==> config.mk <==
export PLATFORM = sky130hd
export DESIGN_NAME = imm_gen_pipe
export DESIGN_NICKNAME = d
export VERILOG_FILES = /design/src/rtl/imm_gen_pipe.sv
export SDC_FILE = /design/constraint.sdc
export NUM_CORES = 1
export LEC_CHECK = 0
export ABC_AREA = 1
export BUFFER_PORTS_ARGS = -buffer_cell sky130_fd_sc_hd__buf_4
export CORE_ASPECT_RATIO = 1.25
export CORE_UTILIZATION = 58
export DETAILED_ROUTE_END_ITERATION = 10
export PLACE_DENSITY = 0.84
export SYNTH_ARGS = -nofsm -noshare
export SYNTH_HDL_FRONTEND = slang
export SYNTH_SLANG_ARGS = --single-unit
==> constraint.sdc <==
create_clock -name clk -period 7.8 [get_ports clk]
set_input_delay 0.78 -clock clk [delete_from_list [all_inputs] [get_ports clk]]
set_output_delay 0.78 -clock clk [all_outputs]
set_load 0.01 [all_outputs]
==> src/rtl/imm_gen_pipe.sv <==
// Decode-stage immediate generator: resolves the immediate format, sign-extends to XLEN,
// computes pc + imm, and holds results in a 2-entry in-order output buffer.
module imm_gen_pipe #(
    parameter int unsigned XLEN        = 32,
    parameter bit          AUTO_DECODE = 1'b1
) (
    input  logic            clk,
    input  logic            reset,
    input  logic            flush,
    input  logic            in_valid,
    output logic            in_ready,
    input  logic [31:0]     in_instr,
    input  logic [XLEN-1:0] in_pc,
    input  logic [2:0]      in_sel,
    output logic            out_valid,
    input  logic            out_ready,
    output logic [XLEN-1:0] out_imm,
    output logic [XLEN-1:0] out_target,
    output logic [XLEN-1:0] out_pc,
    output logic [2:0]      out_fmt,
    output logic            out_illegal
);

    localparam logic [2:0] FmtI = 3'b000;
    localparam logic [2:0] FmtS = 3'b001;
    localparam logic [2:0] FmtB = 3'b010;
    localparam logic [2:0] FmtU = 3'b011;
    localparam logic [2:0] FmtJ = 3'b100;
    localparam logic [2:0] FmtZ = 3'b101;
    localparam logic [2:0] FmtX = 3'b110;
    localparam logic [2:0] FmtR = 3'b111;

    typedef struct packed {
        logic [XLEN-1:0] imm;
        logic [XLEN-1:0] target;
        logic [XLEN-1:0] pc;
        logic [2:0]      fmt;
        logic            illegal;
    } entry_t;

    logic [2:0]      dec_fmt;
    logic            dec_illegal;
    logic [31:0]     dec_imm32;
    logic [XLEN-1:0] dec_imm;
    entry_t          new_entry;

    always_comb begin
        dec_fmt     = FmtX;
        dec_illegal = 1'b0;
        if (AUTO_DECODE) begin
            case (in_instr[6:0])
                7'b0010011, 7'b0000011, 7'b1100111: dec_fmt = FmtI;
                7'b1110011:                         dec_fmt = in_instr[14] ? FmtZ : FmtI;
                7'b0100011:                         dec_fmt = FmtS;
                7'b1100011:                         dec_fmt = FmtB;
                7'b0110111, 7'b0010111:             dec_fmt = FmtU;
                7'b1101111:                         dec_fmt = FmtJ;
                7'b0110011:                         dec_fmt = FmtR;
                default: begin
                    dec_fmt     = FmtX;
                    dec_illegal = 1'b1;
                end
            endcase
        end else begin
            dec_fmt     = in_sel;
            dec_illegal = (in_sel == FmtX) || (in_sel == FmtR);
        end
    end

    // Every format fits in 32 bits; widening to XLEN is a single sign extension.
    always_comb begin
        dec_imm32 = '0;
        if (!dec_illegal) begin
            case (dec_fmt)
                FmtI: dec_imm32 = {{20{in_instr[31]}}, in_instr[31:20]};
                FmtS: dec_imm32 = {{20{in_instr[31]}}, in_instr[31:25], in_instr[11:7]};
                FmtB: dec_imm32 = {{19{in_instr[31]}}, in_instr[31], in_instr[7],
                                   in_instr[30:25], in_instr[11:8], 1'b0};
                FmtU: dec_imm32 = {in_instr[31:12], 12'b0};
                FmtJ: dec_imm32 = {{11{in_instr[31]}}, in_instr[31], in_instr[19:12],
                                   in_instr[20], in_instr[30:21], 1'b0};
                FmtZ: dec_imm32 = {27'b0, in_instr[19:15]};
                default: dec_imm32 = '0;
            endcase
        end
        dec_imm = XLEN'($signed(dec_imm32));
    end

    always_comb begin
        new_entry.imm     = dec_imm;
        new_entry.target  = in_pc + dec_imm;
        new_entry.pc      = in_pc;
        new_entry.fmt     = dec_fmt;
        new_entry.illegal = dec_illegal;
    end

    entry_t     mem_q [2];
    entry_t     mem_d [2];
    logic [1:0] count_q, count_d;
    logic       rd_ptr_q, rd_ptr_d;
    logic       wr_ptr_q, wr_ptr_d;
    logic       push, pop;
    entry_t     head;

    assign in_ready  = (count_q < 2'd2) && !reset;
    assign out_valid = (count_q != 2'd0);
    assign push      = in_valid && in_ready;
    assign pop       = out_valid && out_ready;

    always_comb begin
        mem_d    = mem_q;
        count_d  = count_q;
        rd_ptr_d = rd_ptr_q;
        wr_ptr_d = wr_ptr_q;
        if (flush) begin
            count_d  = 2'd0;
            rd_ptr_d = 1'b0;
            wr_ptr_d = 1'b0;
        end else begin
            if (push) begin
                mem_d[wr_ptr_q] = new_entry;
                wr_ptr_d        = ~wr_ptr_q;
            end
            if (pop) begin
                rd_ptr_d = ~rd_ptr_q;
            end
            count_d = count_q + {1'b0, push} - {1'b0, pop};
        end
    end

    always_ff @(posedge clk or posedge reset) begin
        if (reset) begin
            count_q  <= 2'd0;
            rd_ptr_q <= 1'b0;
            wr_ptr_q <= 1'b0;
            mem_q[0] <= '0;
            mem_q[1] <= '0;
        end else begin
            count_q  <= count_d;
            rd_ptr_q <= rd_ptr_d;
            wr_ptr_q <= wr_ptr_d;
            mem_q[0] <= mem_d[0];
            mem_q[1] <= mem_d[1];
        end
    end

    // Data outputs are forced to zero whenever the buffer is empty.
    always_comb begin
        head        = mem_q[rd_ptr_q];
        out_imm     = out_valid ? head.imm : '0;
        out_target  = out_valid ? head.target : '0;
        out_pc      = out_valid ? head.pc : '0;
        out_fmt     = out_valid ? head.fmt : 3'b000;
        out_illegal = out_valid ? head.illegal : 1'b0;
    end

endmodule

* Word level (Yosys, flattened, before mapping) *
Index checks and enable logic that the tools add are counted.

storage, ports and cells
  bits in registers = 204
  latch bits = 0
  bits in writable memories = 0
  bits in read-only memories = 0
  word-level logic and storage cells = 74
  memories kept = 0

cells by class
  $add $sub $neg = 3
  multiply operators = 0
  divide/modulo/power cells = 0
  $lt $le $gt $ge = 4
  eq/ne operators = 15
  shift-type cells = 0
  muxes and demuxes = 21
  bitwise operators = 5
  reduce and logical (&&, ||, !) cells = 13

operators by type and width
  operator              number
  $mux W100             4
  $bwmux W200           1
  $pmux W32 S6          1
  $mux W32              4
  $demux W100 S1        1
  $add A32 B32 Y32      1
  $eq A7 B7 Y1 const B  4
  $eq A7 B6 Y1 const B  3
  $pmux W3 S7           1
  $eq A7 B5 Y1 const B  2
  $reduce_or A10 Y1     1
  $eq A7 B2 Y1 const B  1
  $eq A3 B2 Y1 const B  2
  $eq A3 B3 Y1 const B  2
  $mux W1               6
  $mux W3               2
  $reduce_bool A2 Y1    3
  $ge A2 B2 Y1 const B  2
  $logic_and A1 B1 Y1   4
  $not A1 Y2            2
  $eq A3 B1 Y1 const B  1
  $logic_not A3 Y1      1
  $not A1 Y1            3
  $reduce_or A3 Y1      1
  8 further kinds       8

* Depth between registers and ports, before layout *
Gate-level depths: netlist of run 1.

  depth in word-level cells = 8
  mapped depth = 24
  mapped depth without buffers = 23

* Worst setup path before layout of run 1 *
OpenSTA, ideal clock, no wires.

  path type = input-to-reg
  start point = input port in_instr[1]
  end point = register mem_q[66] (netlist name)
  setup time = 0.118 ns
  arrival = 3.082 ns
  slack = 4.600 ns
  stages = 20
  cells stage by stage = nand2_1 -> inv_1 -> nand2_1 -> nor3_4 -> nor3_2 -> nand4_1 -> nand3_1 -> ha_1 -> inv_1 -> fa_1 -> o21ai_2 -> nand2_1 -> nand2_1 -> nand2_1 -> nand2_1 -> nand2_1 -> nand2_1 -> nand2_1 -> nand3_1 -> nand2_1

on the way
  cells in the longest elaborated chain, start to end = 8
  elaborated cells on any way between the ends = 24
  those cells by class = add/sub: 1; eq/ne: 15; mux: 4; reduce/logical: 4

ends and longest elaborated chain
  element                                               RTL line  source
  start: declaration                                    12        input logic [31:0] in_instr,
  $eq A7 B5 Y1 (tied with other cells)                  51        case (in_instr[6:0])
  $reduce_or A3 Y1 or $reduce_or A2 Y1 (tied branches)  51
  $pmux W3 S7                                           51
  $eq A3 B3 Y1 (tied with other cells)                  74        case (dec_fmt)
  $pmux W32 S6                                          74
  $mux W32 (*)                                          73        if (!dec_illegal) begin
  net dec_imm[0]                                        44        logic [XLEN-1:0] dec_imm;
  $add A32 B32 Y32 (*)                                  91        new_entry.target = in_pc + dec_imm;
  $bwmux W200 (*)                                       121       mem_d[wr_ptr_q] = new_entry;
  end: declaration                                      97        entry_t mem_q [2];

Mark *: on every way through the listed nets, which the timed path passes. The rest lies on a longest branch.
A chain may end at the register's enable or synchronous reset.

* Worst setup path in the final report of run 1 *
  start point = input port in_instr[1]
  end point = register mem_q[166] (netlist name)

Same word-level chain as after synthesis.

==> results of run 1 <==
[final timing paths]
kind | slack, ns | from | cells after the start | end
worst max-delay path | 3.87 | in_instr[1] | 21 | mem_q[166]
worst min-delay path | 0.47 | mem_q[55] | 2 | mem_q[55]
worst max register to register | 4.98 | count_q[1] | 7 | mem_q[1]
worst min register to register | 0.47 | mem_q[55] | 2 | mem_q[55]
max in group asynchronous | 5.88 | reset | 3 | mem_q[40]
min in group asynchronous | 0.49 | reset | 2 | mem_q[106]
[final cells by class]
cell class                 count  share of cell area
sequential                   204               0.366
timing repair buffer         180              0.0968
clock buffer                  32              0.0471
inverter                     170              0.0469
tap                          270              0.0242
multi-input combinational   1189               0.416
clock inverter                 7             0.00394
[routing by layer]
| layer | part of all wire | up-vias | wire length (um) |
|---|---|---|---|
| li1 | - | 5515 | - |
| met1 | 0.41 | 5427 | 14900 |
| met2 | 0.47 | 465 | 16800 |
| met3 | 0.062 | 102 | 2220 |
| met4 | 0.055 | 0 | 1970 |
| met5 | 0 | - | 0 |
[layout by cell type (no fill, tap or decap), types with 33 or more instances in the layout]
cell and n:
a21oi_1 132, buf_4 180, dfrtp_1 203, ha_1 33
inv_1 161, nand2_1 619, nand3_1 68, nor2_1 53
o21ai_0 125, o21ai_1 65
[logic make-up after synthesis]
| group | Yosys count |
|---|---|
| buffers and inverters | 251 |
| AOI/OAI and AO/OA | 333 |
| adders and majority gates | 34 |
| xor gates and xnor gates | 13 |
| DFF | 204 |
| and+or+nand+nor | 809 |
[sequential cells by signal, summed over array words and instances, names as in the netlist]
| name | flops |
|---|---|
| count_q | 2 |
| rd_ptr_q | 1 |
| mem_q | 200 |
| wr_ptr_q | 1 |
[power groups by stage]
stage	registers (W)	clock network (W)	logic (W)
3_3_place_gp	0.00155	0	0.00114
4_1_cts	0.00155	0.00102	0.00118
6_report	0.00156	0.00102	0.00118
2_1_floorplan	0.00152	0	0.000747
5_1_grt	0.00159	0.00106	0.00132
3_5_place_dp	0.00156	0	0.00117
[per-stage QoR]
stage / std cells / power, W / hold slack [ns] / util / area, um2
2_1_floorplan: 1644 / 0.00227 / 0.437 / - / 11900
3_3_place_gp: 2013 / 0.00268 / 0.453 / 0.657 / 13300
3_5_place_dp: 2013 / 0.00273 / 0.461 / 0.657 / 13300
4_1_cts: 2052 / 0.00375 / 0.480 / 0.692 / 14000
5_1_grt: 2052 / 0.00397 / 0.489 / 0.692 / 14000
6_report: 2052 / 0.00375 / 0.474 / 0.692 / 14000
[worst reg2reg max path: stages (launching register included)]
cell and delay (ns):
dfrtp_1 0.47, nor2_4 0.07, nand2_2 0.14, nor3_4 0.04, buf_4 0.25, inv_4 0.51, buf_4 0.89, o21ai_0 0.31
==> summary.md, run 1 <==
| Metric | Value |
|---|---|
| Outcome | completed |
| Mapped Cells | about 1600 |
| Max IR drop VDD | approximately 0.20 mV |
| First-pass GRT wire length | between 50000 and 60000 um |
| Critical Path End Type | flip-flop |
| Yosys cell types | 38 |
| Antenna Nets Post-Route | 0 |
| Fin crit share | 0.503 |
| Setup tns final | 0 ns |
| Sequential share of power | 0.414 |
| Crit path kind | input pin to flip-flop |
| Crit-path most repeated cell | nand2_1 |
| Clk network pwr share | 0.272 |
| Synth Area in Compound Gates | 0.142 |
| FF+latch count, synth | 204 |
| Met2 usage | 0.559 |
| Syn. warnings | 0 |
| EDFF count, synth | 0 |
| Top FF cell, synth | dfrtp_1 |
| Cell taking the most area after synthesis | dfrtp_1 |
| Pre-Repair DR Iteration Count | 5 |
| DR DRC count | 0 |
| Synth area leaders | dfrtp_1, nand2_1, a21oi_1 |
| Critical path peak fanout | 20 |
| Final WS setup | 3.87 ns |
| Top delay family on crit path | simple AND/OR/NAND/NOR gates |
| GRT Total Usage | 0.347 |
| CP max stage cell | nor3_2 |
| CTS sink cnt | about 200 |
| Final hold vios | 0 |
| Worst slew pin tran | roughly 1.0 ns |
| Largest family of logic cells by synthesized area | simple AND/OR/NAND/NOR gates |
| Sw Ratio | 0.356 |
| Routed length per instance | ~17 um |
| Postcts setup bufs | 0 |
| Net Count, Synth | 1750 |
| Cts hold-fix bufs | 0 |
| Core region area | ~0.020 mm2 |
| Fillers | around 1800 |
| Crit path buffers/inverters | 3 |
| Vias per std cell | between 5 and 6 |
| Clk_lat worst skew | roughly 0.52 ns |
| Slew margin rel. | 0.310 |
| Tmin final | about 3.9 ns |
| Post-CTS resize count | 0 |
| Critical Path Max Stage Delay | about 0.6 ns |
| CP arrival | 4.31 ns |
| Die Wd | 130 um |
| Clk buf depth | 3 |
| Cell area after synthesis | roughly 0.012 mm2 |
| Synth top area share | 0.428 |
| Psw | 0.00134 W |
| Area occupied by multi-input gates | just under 0.006 mm2 |
| Max_cap viols | 0 |
| Starting Density | 0.592 |
| Area Overhead vs Synth | 17.0% |
| Max Freq | roughly 0.25 GHz |
| Met1 usage | 0.463 |
| Critical path required time | ~8.2 ns |
| RSZ-0062 raised after global routing | no |
| Largest net degree at the start of global routing | between 100 and 150 |
| Antenna fix cells | 0 |
| Mean Syn Cell Area | just over 7 um2 |
| IO Port Bufs | 170 |
| Slew Viols, Final | 0 |
| Comb power frac | 0.314 |
| Clock slew at reported path FFs | 0.06 ns |
| Asr flop ratio synth | 1.00 |
| PD cells | ~270 mW/mm2 |
| Endpoints failing setup | 0 |
| Post-Synth Adder-Cell Area | 0.0363 |
| Die H | between 150 and 200 um |
| Initial antenna violation count | 0 |
| Met3 Track Usage GR | 0.0378 |
| CTS tree | built |
| Vias | 11509 |
| Global route hottest layer | met2 |
| Remaining Overflow, GRT | 0 |
| Fraction of layout cells with a size suffix above 1 | 0.152 |
| CP cell instances | buf_4 > nand2_1 > nor2_1 > nand2_1 > inv_1 > nor3_2 > nand4_1 > nand3_1 > ha_1 > inv_1 > fa_1 > o21ai_2 > nand2_1 > nand2_1 > nand2_1 > nand2_1 > nand2_1 > nand2_1 > nand2_1 > nand3_1 > nand2_1 |
| Number of global-route vias before repair | approximately 11000 |
| Clock H-tree levels | 1 |
| LEAKAGE | about 7.3 nW |
| Final #Nets | between 1500 and 2000 |
| Drt total wl | 35900 um |
| Mux share of post-synthesis cell area | 0 |
| Commonest cells in the netlist | nand2_1, dfrtp_1, inv_1 |
| FP Rows | 58 |
| Worst min-delay path class | flip-flop to flip-flop |
| Register area share after synthesis | 0.428 |
| Skew final | about 0.026 ns |
| P_int | 0.00242 W |
| Post-Synth Simple-Gate Area | 0.297 |
| Ports | approximately 170 |
| Post-Place Setup Slack | 3.47 ns |
| Register area | 0.00511 mm2 |
| Post-DP HPWL | roughly 25000 um |
| Clk root buf | clkbuf_16 |
| XOR/XNOR Fraction of Synth Area | 0.00954 |
| Drt initial violations | just over 1000 |
| Startpoint Class | input pin |
| Most common cell in the netlist | nand2_1 |
| DIE AREA | 0.0212 mm2 |
| Num CTS Buffers | 22 |
| GPL Wtd Cong | approximately 0.92 |
Note: power is estimated with default switching activity, not from simulation.
==> inputs of run 2 (changes only) <==
- ABC_AREA: 1 -> 0
- CORE_UTILIZATION: 58 -> 52
- PLACE_DENSITY: 0.84 -> 0.8
- clock period: 7.8 -> 3.35 ns (I/O delays scaled with it)
==> run 2 against run 1 <==
Against the previous run:
- the flow now finishes with violations (setup timing)
- worst setup slack got worse by 4.0 ns
- register-to-register slack got worse by 3.7 ns
- combinational power rose to 3.2 times the previous value
- wire length fell by 7.7%
- clock skew fell by 0.014 ns
- design area rose by 8.8%
- highest routed layer unchanged
==> summary.md, run 2 <==
| Metric | Value |
|---|---|
| Outcome | finished, violations left |
| Failing checks | setup timing |
| LEAKAGE | 7.30 nW (about the same) |
| Number of global-route vias before repair | 9641 (-11%) |
| EDFF count, synth | 0 (unchanged) |
| Clock slew at reported path FFs | 0.06 ns (about the same) |
| Drt initial violations | 826 (-19%) |
| Mapped Cells | 1186 (-28%) |
| Largest net degree at the start of global routing | 65 (-52%) |
| Critical Path End Type | flip-flop |
| Max reg flops | 200 (unchanged) |
| FF+latch count, synth | 204 (unchanged) |
| Largest reg by FF count | mem_q |
| Placed Area | 0.0139 mm2 (+4.6%) |
| Cell area after synthesis | 0.0110 mm2 (-7.5%) |
| Commonest cells in the netlist | nand2_1, dfrtp_1, nor2_1 |
| Max Freq | around 0.29 GHz |
| Die H | 165 um (+1.5%) |
| Most frequent cells in the layout | buf_4, nand2_1, dfrtp_1, nor2_1, mux2i_1 |
| Initial antenna violation count | 0 (unchanged) |
| Antenna fix cells | 0 (unchanged) |
| CP arrival | 3.87 ns (-0.44 ns) |
| Drt total wl | 33100 um (-7.7%) |
| Hold slack | 0.0355 ns (-0.438 ns) |
| Mean Syn Cell Area | 9.31 um2 (+28%) |
| Vias per std cell | 5.66 (+0.95%) |
| Skew final | 0.0123 ns (-0.0136 ns) |
| Fraction of layout cells with a size suffix above 1 | 0.385 (+0.234) |
| Max_cap viols | 0 (unchanged) |
| Reg2reg setup slack | 1.28 ns (-3.70 ns) |
| Slew Viols, Final | 0 (unchanged) |
| DIE AREA | 0.0218 mm2 (+3.1%) |
| Startpoint Class | input pin |
| Final Cell Area | 0.0152 mm2 (+8.8%) |
| Largest regs | mem_q (200), count_q (2) |
| Endpoints failing setup | 5 (+5) |
| GRT Total Usage | 0.296 (-0.0511) |
| Clk network pwr share | 0.235 (-0.037) |
| Most common cell in the netlist | nand2_1 |
| Final hold vios | 0 (unchanged) |
| RR Startpoint | count_q[1] |
| Crit-path most repeated cell | o21ai_2 |
| PD cells | 638 mW/mm2 (+140%) |
| Die Wd | 132 um (+1.5%) |
| FF-to-FF End | mem_q[137] |
| Endpoint of the most critical setup path | mem_q[64] |
| Net Count, Synth | 1292 (-26%) |
| Starting Density | 0.530 (-0.0614) |
| RSZ-0062 raised after global routing | yes |
| Overall power | 0.00969 W (+160%) |
| Top FF cell, synth | dfrtp_1 |
| Clk_lat worst skew | 0.50 ns (-0.02 ns) |
| Critical Path Max Stage Delay | 0.45 ns (-0.15 ns) |
| Cell taking the most area after synthesis | dfrtp_1 |
| Register area share after synthesis | 0.463 (+0.0348) |
| Yosys cell types | 59 (+55%) |
| CP max stage cell | a222oi_1 |
| Clk buf depth | 3 (unchanged) |
| Antenna Nets Post-Route | 0 (unchanged) |
| Critical path peak fanout | 5 (-75%) |
| Synth top area share | 0.463 (+0.0348) |
| Fin crit share | 1.04 |
| Sequential share of power | 0.381 (-0.033) |
| Post-DP HPWL | 22700 um (-9.9%) |
| Area Overhead vs Synth | 37.6% |
| Ports | 174 (unchanged) |
| Asr flop ratio synth | 1.00 (unchanged) |
| Tmin final | approximately 3.5 ns |
| First-pass GRT wire length | 50700 um (-10%) |
| CTS sink cnt | 204 (unchanged) |
| CP cell instances | buf_8 > nor2_4 > buf_12 > o311a_4 > a2111oi_4 > buf_4 > a222oi_1 > inv_1 > ha_4 > o211ai_1 > a21oi_4 > o21ai_2 > o21ai_2 > o41a_1 > a311o_1 > xor2_1 > mux2_4 |
| Final #Nets | 1579 (-16%) |
| Worst reg2reg path depth | 6 (-1) |
| CTS tree | built |
| Clock H-tree levels | 1 (unchanged) |
| Final WS setup | -0.139 ns (-4.01 ns) |
| Routed length per instance | 18.8 um (+7.5%) |
| Clk root buf | clkbuf_16 |
| Vias | 9971 (-13%) |
| IO Port Bufs | 170 (unchanged) |
| Crit path launch | in_instr[3] |
| Comb power frac | 0.384 (+0.070) |
| Num CTS Buffers | 20 (-9.1%) |
| Pre-Repair DR Iteration Count | 6 (+1) |
| Worst slew pin tran | 0.898 ns (-0.136 ns) |
| Critical path required time | 3.73 ns (-4.46 ns) |
| Synth area leaders | dfrtp_1, mux2i_1, nand2_1 |
| GPL Wtd Cong | 0.927 (+0.36%) |
| Slew margin rel. | 0.400 (+0.0896) |
| Commonest non-fill, non-tap cell in the layout | buf_4 |
| Cts hold-fix bufs | 0 (unchanged) |
| Max IR drop VDD | 0.738 mV (+280%) |
| FP Rows | 59 (+1.7%) |
| Sw Ratio | 0.349 (-0.00682) |
| Core region area | 0.0208 mm2 (+3.2%) |
| Syn. warnings | 0 (unchanged) |
| Remaining Overflow, GRT | 0 (unchanged) |
| Crit path kind | input pin to flip-flop |
| Psw | 0.00338 W (+150%) |
| P_int | 0.00631 W (+160%) |
| DR DRC count | 0 (unchanged) |
| Worst min-delay path class | input pin to asynchronous set/reset pin |
-- run 2: cell types whose count changed in the layout (fill, tap and decap cells not counted), sizes merged, moves of 80 or more --
cell / previous run / this run
o21ai: 193 / 98
inv: 170 / 43
a21oi: 132 / 52
nand2: 623 / 261
buf: 180 / 329
mux2i: 0 / 100
-- run 2: logic make-up after synthesis --
logic type | synth area share
flip-flops | 0.463
AO/OA/AOI/OAI | 0.108
adder cells (fa/ha/maj) | 0.0392
XOR/XNOR | 0.0270
AND/OR/NAND/NOR | 0.158
buffers and inverters | 0.0402
multiplexers | 0.164
-- run 2: routing by layer --
layer	wire length, um	vias to the layer above	global-route usage
met2	16800	397	0.522
met1	13100	4890	0.374
met4	1290	0	0.114
met3	1890	98	0.0338
li1	-	4586	-
met5	0	-	0
-- run 2: how the worst min path moves through the flow --
stage / from / endpoint / slack, ns
finish: reset / count_q[0] / 0.04
floorplan: flush / count_q[0] / 0.40
CTS: flush / rd_ptr_q / 0.04
global placement: mem_q[115] / mem_q[115] / 0.46
detailed placement: mem_q[121] / mem_q[121] / 0.46
global route: flush / rd_ptr_q / 0.05
-- run 2: power by group through the flow --
stage | registers [W] | clock network, W | logic [W]
3_5_place_dp | 0.00371 | 0 | 0.00360
6_report | 0.00369 | 0.00228 | 0.00372
4_1_cts | 0.00368 | 0.00230 | 0.00363
2_1_floorplan | 0.00359 | 0 | 0.00226
5_1_grt | 0.00378 | 0.00241 | 0.00404
3_3_place_gp | 0.00365 | 0 | 0.00350
-- run 2: final cells by class --
cell class	count	area, um2
clock buffer	28	592
clock inverter	8	72.6
fill	1407	5630
inverter	44	169
multi-input combinational	874	6270
sequential	204	5110
tap	274	343
timing repair buffer	329	2640
-- run 2: critical path: cells and delay by family --
family	cells	cell delay, ns
XOR/XNOR	1	0.19
AO/OA/AOI/OAI	9	2.03
multiplexers	1	0.27
buffers and inverters	4	0.59
adder cells (fa/ha/maj)	1	0.26
AND/OR/NAND/NOR	1	0.17
-- run 2: metrics by stage --
| step | utilization | setup WS, ns | TNS (ns) | cells |
|---|---|---|---|---|
| after floorplan | - | -0.386 | -3.92 | 1186 |
| after global placement | 0.666 | -0.496 | -15.94 | 1709 |
| after detailed placement | 0.666 | -0.618 | -19.29 | 1709 |
| after CTS | 0.700 | -0.0372 | -0.0729 | 1747 |
| after global routing | 0.730 | -0.256 | -2.63 | 1761 |
| final | 0.730 | -0.139 | -0.324 | 1761 |
-- run 2: repair_timing --
action | in CTS | in global routing
cloned | 0 | 0
endpoints found under the hold margin | 0 | 0
pin swaps | 4 | 42
endpoints found under the setup margin | 22 | 31
gates resized for setup | 11 | 102
setup buffers | 2 | 14
==> inputs of run 3 (changes only) <==
- CORE_UTILIZATION: 52 -> 45
- PLACE_DENSITY: 0.8 -> 0.71
==> run 3 against run 2 <==
Against the previous run:
- the run still ends with setup timing left
- power grew 2.9%
- first-iteration DRC count shrank 36%
- sequential power rose by 1%
- register-to-register slack got worse by 0.06 ns
- critical endpoint is now mem_q[153]
- largest cell class unchanged
- largest power group is now registers
- highest routed layer unchanged
==> summary.md, run 3 (same netlist as run 2, synthesis figures left out) <==
| Metric | Value |
|---|---|
| Outcome | finished, violations left |
| Failing checks | setup timing |
| CP max stage cell | a2111oi_4 |
| Crit path buffers/inverters | 7 (+3) |
| Max_cap viols | 0 (unchanged) |
| Fin crit share | 1.00 (-0.0377) |
| Critical path required time | 3.73 ns (about the same) |
| Area occupied by multi-input gates | 0.00610 mm2 (-2.7%) |
| Clk_lat worst skew | 0.51 ns (about the same) |
| Number of global-route vias before repair | 9100 (-5.6%) |
| Antenna fix cells | 0 (unchanged) |
| Sequential share of power | 0.374 (-0.007) |
| Vias per std cell | 5.27 (-6.8%) |
| Routed length per instance | 17.3 um (-7.7%) |
| Sw Ratio | 0.336 (-0.0130) |
| Largest net degree at the start of global routing | 80 (+23%) |
| Max Freq | 0.297 GHz (+3.8%) |
| Tmin final | 3.36 ns (-0.126 ns) |
| Die H | 177 um (+7.4%) |
| Worst slew pin tran | 0.934 ns (+0.0359 ns) |
| CP arrival | 3.75 ns (-0.12 ns) |
| Placed Area | 0.0139 mm2 (+0.26%) |
| Die Wd | 142 um (+7.4%) |
| Placed Cells | 1753 (+2.6%) |
| Fraction of layout cells with a size suffix above 1 | 0.367 (-0.0188) |
| DR DRC count | 0 (unchanged) |
| Slew margin rel. | 0.376 (-0.0240) |
| P_int | 0.00662 W (+4.9%) |
| Most frequent cells in the layout | buf_4, nand2_1, dfrtp_1, nor2_1, mux2i_1 |
| Pre-Repair DR Iteration Count | 5 (-1) |
| Non-filler instance count after layout | 1812 (+2.9%) |
| CTS sink cnt | 204 (unchanged) |
| Largest reg by FF count | mem_q |
| Max IR drop VDD | 0.479 mV (-35%) |
| Post-DP HPWL | 22400 um (-1.3%) |
| Worst min-delay path class | input pin to asynchronous set/reset pin |
| Clk buf depth | 3 (unchanged) |
| Top delay family on crit path | compound AO/OA/AOI/OAI gates |
| PD cells | 657 mW/mm2 (+3.0%) |
| Endpoints failing setup | 2 (-3) |
| GRT Total Usage | 0.249 (-0.0463) |
| Fillers | 1937 (+38%) |
| DIE AREA | 0.0252 mm2 (+15%) |
| Crit path kind | input pin to flip-flop |
| Num CTS Buffers | 22 (+10%) |
| Clock slew at reported path FFs | 0.06 ns (about the same) |
| First-pass GRT wire length | 49100 um (-3.2%) |
| CP cell instances | buf_8 > nor2_4 > buf_4 > o21bai_4 > a2111oi_4 > buf_4 > a222oi_1 > inv_1 > ha_2 > a21oi_2 > o211ai_4 > o221ai_4 > o21ai_4 > buf_4 > buf_6 > buf_4 > a21o_2 > a21oi_2 > xnor2_2 > mux2_2 |
| Commonest non-fill, non-tap cell in the layout | buf_4 |
| Register area | 0.00511 mm2 (unchanged) |
| Starting Density | 0.462 (-0.0681) |
| Clk network pwr share | 0.261 (+0.026) |
| Drt initial violations | 525 (-36%) |
| Skew final | 0.00980 ns (-0.00245 ns) |
| GPL Wtd Cong | 0.923 (-0.50%) |
| IO Port Bufs | 170 (unchanged) |
| Startpoint Class | input pin |
| Core region area | 0.0239 mm2 (+15%) |
| Max reg flops | 200 (unchanged) |
| Clk root buf | clkbuf_16 |
| Final Cell Area | 0.0152 mm2 (about the same) |
| Critical Path End Type | flip-flop |
| Ports | 174 (unchanged) |
| Slew Viols, Final | 0 (unchanged) |
| Final #Nets | 1578 (-0.063%) |
| Psw | 0.00335 W (-0.92%) |
| Area Overhead vs Synth | 37.5% (about the same) |
| Vias | 9557 (-4.2%) |
| Remaining Overflow, GRT | 0 (unchanged) |
| Comb power frac | 0.365 (-0.019) |
| Critical Path Max Stage Delay | 0.37 ns (-0.08 ns) |
| CTS tree | built |
| Cts hold-fix bufs | 0 (unchanged) |
| Largest regs | mem_q (200), count_q (2) |
| Final WS setup | -0.0129 ns (+0.126 ns) |
| Post-Place Setup Slack | -0.591 ns (+0.0273 ns) |
| Hold slack | 0.0360 ns (+0.000487 ns) |
| Drt total wl | 31400 um (-5.1%) |
| Clock H-tree levels | 1 (unchanged) |
| Crit-path most repeated cell | buf_4 |
| Final hold vios | 0 (unchanged) |
| Initial antenna violation count | 0 (unchanged) |
| FP Rows | 63 (+6.8%) |
| RSZ-0062 raised after global routing | yes |
| Setup tns final | -0.0224 ns (+0.302 ns) |
| Critical path peak fanout | 6 (+1) |
| Antenna Nets Post-Route | 0 (unchanged) |
| LEAKAGE | 7.35 nW (+0.68%) |
-- run 3: cell count changes in the layout (fill, tap and decap cells not counted), sizes merged --
cell | before | now
clkbuf | 28 | 31
clkinv | 4 | 1
buf | 329 | 326
bufinv | 1 | 3
inv | 43 | 44
-- run 3: final timing paths --
check | startpoint | slack (ns) | end | cells after the start
max | in_instr[3] | -0.01 | mem_q[153] | 20
max reg2reg | count_q[1] | 1.22 | mem_q[39] | 6
min in group clk | flush | 0.04 | count_q[1] | 2
max in group asynchronous | reset | 2.47 | mem_q[107] | 3
min reg2reg | mem_q[115] | 0.47 | mem_q[115] | 2
min | reset | 0.04 | count_q[1] | 2
-- run 3: repair_timing --
item                       in CTS  in global routing
buffers inserted                5                 15
pin swaps                       5                 25
cloned                          0                  0
setup endpoints to repair      14                 40
gates resized for setup         7                 68
-- run 3: cell type report --
type | instances | share of cell area
Multi-Input combinational cell | 874 | 0.402
Sequential cell | 204 | 0.337
Timing Repair Buffer | 326 | 0.172
Clock buffer | 31 | 0.0432
Tap cell | 325 | 0.0268
Inverter | 44 | 0.0113
Clock inverter | 8 | 0.00857
-- run 3: per-layer routing --
layer / up-vias / track usage / share of wire
li1: 4573 / - / -
met1: 4661 / 0.332 / 0.42
met2: 276 / 0.424 / 0.50
met3: 47 / 0.0330 / 0.052
met4: 0 / 0.0703 / 0.023
met5: - / 0 / 0
-- run 3: metrics by stage --
stage               power [W]   util
finish                0.00997  0.636
global route           0.0105  0.636
detailed placement    0.00733  0.582
global placement      0.00724  0.582
CTS                   0.00998  0.618
floorplan             0.00585      -
-- run 3: worst reg2reg max path, stage by stage, from the launching register on --
cell,delay (ns)
dfrtp_1,0.43
nor2_1,0.08
nand2_1,0.18
nor2_1,0.10
nand2_4,0.43
buf_12,0.38
mux2_2,0.42
-- run 3: power groups by stage --
stage	logic [W]	clock network (W)	registers, W
floorplan	0.00226	0	0.00359
global placement	0.00352	0	0.00372
detailed placement	0.00356	0	0.00377
CTS	0.00361	0.00265	0.00373
global route	0.00396	0.00276	0.00383
finish	0.00363	0.00260	0.00373
